**config.mk**
```make
export PLATFORM = sky130hd
export DESIGN_NAME = uart_byte_rx
export DESIGN_NICKNAME = d
export VERILOG_FILES = /design/src/rtl/uart_byte_rx.sv
export SDC_FILE = /design/constraint.sdc
export NUM_CORES = 1
export LEC_CHECK = 0
export ABC_AREA = 1
export BUFFER_PORTS_ARGS = -buffer_cell sky130_fd_sc_hd__buf_2
export CORE_UTILIZATION = 50
export CTS_BUF_LIST = sky130_fd_sc_hd__clkbuf_4 sky130_fd_sc_hd__clkbuf_8
export DETAILED_ROUTE_END_ITERATION = 8
export GPL_TIMING_DRIVEN = 0
export PLACE_DENSITY = 0.76
export SKIP_CTS_REPAIR_TIMING = 1
export SYNTH_ARGS = -nofsm -noshare
export SYNTH_HDL_FRONTEND = slang
export SYNTH_SLANG_ARGS = --single-unit
```
**constraint.sdc**
```tcl
create_clock -name clk -period 3.35 [get_ports clk]
set_input_delay 0.335 -clock clk [delete_from_list [all_inputs] [get_ports clk]]
set_output_delay 0.335 -clock clk [all_outputs]
set_load 0.05 [all_outputs]
```
**src/rtl/uart_byte_rx.sv**
```systemverilog
// 8N1 UART receiver: 2-flop synchroniser, 3-sample majority vote per bit,
// one-cycle byte strobe and frame-error strobe.
module uart_byte_rx #(
    parameter int CLK_FREQ  = 50_000_000,
    parameter int BAUD_RATE = 921_600
) (
    input  logic       clk,
    input  logic       rst_n,
    input  logic       uart_rxd,
    output logic [7:0] rxd_data,
    output logic       rx_en,
    output logic       frame_err,
    output logic       rx_busy
);

    localparam int CLKS_PER_BIT = CLK_FREQ / BAUD_RATE;
    localparam int HALF         = CLKS_PER_BIT / 2;
    localparam int CW           = $clog2(CLKS_PER_BIT);

    localparam logic [CW-1:0] C_LAST = CW'(CLKS_PER_BIT - 1);
    localparam logic [CW-1:0] C_S0   = CW'(HALF - 1);
    localparam logic [CW-1:0] C_S1   = CW'(HALF);
    localparam logic [CW-1:0] C_DEC  = CW'(HALF + 1);

    generate
        if (CLKS_PER_BIT < 8) begin : g_bad_rate
            $error("uart_byte_rx: CLKS_PER_BIT must be at least 8");
        end
    endgenerate

    typedef enum logic [1:0] {
        IDLE,
        START,
        DATA,
        STOP
    } state_t;

    state_t        state, state_nxt;
    logic          sync1, sync2, hist, armed;
    logic [1:0]    fill;
    logic [CW-1:0] cnt, cnt_nxt;
    logic [2:0]    bit_cnt, bit_cnt_nxt;
    logic [7:0]    shreg, shreg_nxt;
    logic [1:0]    smp, smp_nxt;
    logic [7:0]    data_nxt;
    logic          en_nxt, err_nxt;
    logic          start_edge, maj, decide, wrap;

    // fill tracks when sync2 holds a real line sample rather than its reset value
    always_ff @(posedge clk or negedge rst_n) begin
        if (!rst_n) begin
            sync1 <= 1'b1;
            sync2 <= 1'b1;
            hist  <= 1'b1;
            fill  <= 2'd0;
            armed <= 1'b0;
        end else begin
            sync1 <= uart_rxd;
            sync2 <= sync1;
            hist  <= sync2;
            if (fill != 2'd2)
                fill <= fill + 2'd1;
            if (fill == 2'd2 && sync2)
                armed <= 1'b1;
        end
    end

    assign start_edge = armed & hist & ~sync2;
    assign maj        = (smp[0] & smp[1]) | (smp[0] & sync2) | (smp[1] & sync2);
    assign decide     = (cnt == C_DEC);
    assign wrap       = (cnt == C_LAST);

    always_comb begin
        state_nxt   = state;
        cnt_nxt     = wrap ? '0 : cnt + 1'b1;
        bit_cnt_nxt = bit_cnt;
        shreg_nxt   = shreg;
        smp_nxt     = smp;
        data_nxt    = rxd_data;
        en_nxt      = 1'b0;
        err_nxt     = 1'b0;
        if (cnt == C_S0)
            smp_nxt[0] = sync2;
        if (cnt == C_S1)
            smp_nxt[1] = sync2;
        unique case (state)
            IDLE: begin
                cnt_nxt = '0;
                if (start_edge) begin
                    state_nxt   = START;
                    // detection cycle already covers the first count of the bit
                    cnt_nxt     = CW'(1);
                    bit_cnt_nxt = 3'd0;
                end
            end
            START: begin
                if (decide && maj)
                    state_nxt = IDLE;
                else if (wrap)
                    state_nxt = DATA;
            end
            DATA: begin
                if (decide)
                    shreg_nxt = {maj, shreg[7:1]};
                if (wrap) begin
                    if (bit_cnt == 3'd7)
                        state_nxt = STOP;
                    else
                        bit_cnt_nxt = bit_cnt + 3'd1;
                end
            end
            STOP: begin
                if (decide) begin
                    state_nxt = IDLE;
                    if (maj) begin
                        data_nxt = shreg;
                        en_nxt   = 1'b1;
                    end else begin
                        err_nxt = 1'b1;
                    end
                end
            end
        endcase
    end

    always_ff @(posedge clk or negedge rst_n) begin
        if (!rst_n) begin
            state     <= IDLE;
            cnt       <= '0;
            bit_cnt   <= 3'd0;
            shreg     <= 8'h00;
            smp       <= 2'b11;
            rxd_data  <= 8'h00;
            rx_en     <= 1'b0;
            frame_err <= 1'b0;
            rx_busy   <= 1'b0;
        end else begin
            state     <= state_nxt;
            cnt       <= cnt_nxt;
            bit_cnt   <= bit_cnt_nxt;
            shreg     <= shreg_nxt;
            smp       <= smp_nxt;
            rxd_data  <= data_nxt;
            rx_en     <= en_nxt;
            frame_err <= err_nxt;
            rx_busy   <= (state_nxt != IDLE);
        end
    end

endmodule

```
==> metrics.md <==
| Metric | Value |
|---|---|
| Outcome | finished, final reports clean |
| # H-tree levels | 2 |
| Port buffer count | 13 |
| DR vias/cell | 4.98 |
| Worst VDD drop | 0.292 mV |
| Leakage power | 0.978 nW |
| Fmax | 638 MHz |
| Top cells by area, synth | dfrtp_1 (48%), nand2_1 (9.2%), dfstp_2 (7.6%), inv_1 (6.3%), ha_1 (5.1%) |
| # DRC | 0 |
| Commonest non-fill, non-tap cell in the layout | nand2_1 |
| Period utilization | 0.468 |
| Worst-path clk slew | 0.11 ns |
| Seq. cell area | 957 µm² |
| Pin count of the biggest net entering global routing | 39 |
| CTS Buffer Depth | 2 |
| Yosys cell types | 22 |
| Die footprint | 0.00368 mm² |
| Vias in the first global route | 1125 |
| Setup-failing EPs final | 0 |
| Final Hold Viols | 0 |
| Worst r2r dst | rxd_data[3] |
| Top cell type's share of synthesized area | 0.479 |
| Tightest Pin Transition | 0.809 ns |
| Power Density | 529 mW/mm² |
| Hold WC Path Type | in2async |
| Row cnt | 20 |
| Vias | 1231 |
| HPWL after DPL | 2140 µm |
| GRT Total Usage | 0.198 |
| Routed wire length | 3010 µm |
| R2R setup slack | 1.78 ns |
| Post-Syn Instances | 182 |
| GPL Wtd Cong | 0.776 |
| Num ports | 14 |
| Initial Utilization | 0.546 |
| Worst relative slew slack | 0.460 |
| Clock net sink count | 38 |
| CP endpoint kind | register |
| Setup total negative slack | 0 ns |
| Area grow syn2layout | 10.7% |
| Post-Place Setup Slack | 1.80 ns |
| Core ar. | 0.00315 mm² |
| Cell taking the most area after synthesis | dfrtp_1 |
| Chip width | 60.7 µm |
| CTS root buf | clkbuf_4 |
| RSZ-0062 raised after global routing | false |
| Synthesized cell area | 0.00172 mm² |
| First-pass DRT Iterations | 4 |
| Type of origin of the critical path | register |
| Multi-input gate area | 634 µm² |
| Worst Path Required | 3.62 ns |
| CTS Buf Count | 5 |
| First DRT Iteration DRCs | 70 |
| Crit path max fanout | 10 |
| FF-to-FF Start | cnt[0] |
| Flops & latches, synth | 38 |
| Chip Height | 60.7 µm |
| Grt ovf | 0 |
| Post-layout nets | 212 |
| Layout cells sized above 1 | 0.212 |
| Post-DRT Antenna Nets | 0 |
| DR WL/cell | 12.2 µm |
| Minimum clock period after layout | 1.57 ns |
| Initial antenna violation count | 0 |
| TritonCTS clock tree | yes |
| Worst skew pair latency | 0.36 ns |
| R2R cell count | 10 |
| Critical Path AT | 1.83 ns |
| Seq/Total Area, Yosys | 0.556 |
| Avg Inst Size Synth | 9.47 µm² |
| Slew Limit Fails | 0 |
| Ant diodes | 0 |
| Max_cap viols | 0 |
| Mapped Nets | 192 |
| Most frequent cells in the layout | nand2_1 (42), dfrtp_1 (33), inv_1 (29) |
| Skew final | 0.00700 ns |
| First-pass GRT wire length | 5100 µm |
| Kind of critical path | reg2reg |
| Yosys Warn Count | 0 |
| Fill cells | 289 |
| PnR worst setup slack | 1.78 ns |
-- stage by stage --
step                utilization  hold WS [ns]  std cells  total power (W)  cell area (µm²)
floorplan                     -        0.0394        182         0.000700             1720
detailed placement        0.585         0.347        239         0.000754             1840
CTS                       0.605        0.0482        247          0.00102             1910
global placement          0.585         0.346        239         0.000737             1840
global route              0.605        0.0463        247          0.00107             1910
finish                    0.605        0.0519        247          0.00101             1910
-- worst max path at each step --
| stage | from | endpoint | slack (ns) | cells after the start |
|---|---|---|---|---|
| detailed placement | cnt[0] | rxd_data[2] | 1.80 | 10 |
| global route | cnt[1] | bit_cnt[2] | 1.67 | 8 |
| floorplan | cnt[0] | rxd_data[2] | 1.94 | 10 |
| finish | cnt[0] | rxd_data[3] | 1.78 | 10 |
| global placement | cnt[0] | rxd_data[3] | 1.85 | 10 |
| CTS | cnt[0] | rxd_data[3] | 1.77 | 10 |
-- power breakdown --
part,total [W],switching [W],internal (W)
combinational,0.000196,0.000127,0.0000695
clock,0.000259,0.000158,0.000101
sequential,0.000553,0.0000467,0.000506
-- kinds of logic after synthesis --
kind of cell               count (synthesis)  synth area share
and+or+nand+nor                           78             0.209
DFF                                       38             0.556
buffers and inverters                     31            0.0762
AOI/OAI and AO/OA                         24            0.0879
adders and majority gates                  7            0.0508
xor gates and xnor gates                   4            0.0203
-- routing by layer --
metal,routed length [µm],global-route usage,vias to the layer above
li1,-,-,608
met1,1320,0.255,590
met2,1490,0.309,26
met3,138,0.0704,7
met4,63,0.0779,0
met5,0,0,-
-- cell type report --
type                       count  area share
tap                           44      0.0289
timing repair buffer          13      0.0341
multi-input combinational    113       0.333
buffer                         2      0.0118
inverter                      29      0.0571
sequential                    38       0.502
clock inverter                 2     0.00656
clock buffer                   6      0.0269
-- registers in the layout, summed over array words and instances (netlist names) --
| register | flops |
|---|---|
| rxd_data | 8 |
| sync1 | 1 |
| bit_cnt | 3 |
| sync2 | 1 |
| smp | 2 |
| armed | 1 |
| fill | 2 |
| rx_busy | 1 |
| frame_err | 1 |
| hist | 1 |
| shreg | 8 |
| rx_en | 1 |
| state | 2 |
| cnt | 6 |
-- cells in the mapped netlist --
library cell and n:
xnor2_1 3, ha_1 7, nand2_1 42, nand3_2 1, o21ai_2 7, o21ai_0 12, nor3b_1 2, o21ai_1 3
nand4_1 1, o31ai_1 1, xor2_1 1, dfrtp_1 33, buf_6 2, nand2_4 2, nor2_1 16, inv_1 29
nor2_4 2, nor4_1 2, nand2_2 3, a21o_1 1, dfstp_2 5, nand3_1 7
-- critical path: stages, from the launching register on --
cell     delay [ns]
dfrtp_1        0.44
inv_1          0.10
ha_1           0.17
inv_1          0.07
nor2_4         0.14
nand2_4        0.08
nor2_4         0.11
nand2_4        0.10
buf_6          0.16
nand2_2        0.06
o21ai_2        0.05
(Power assumes the default switching activity.)
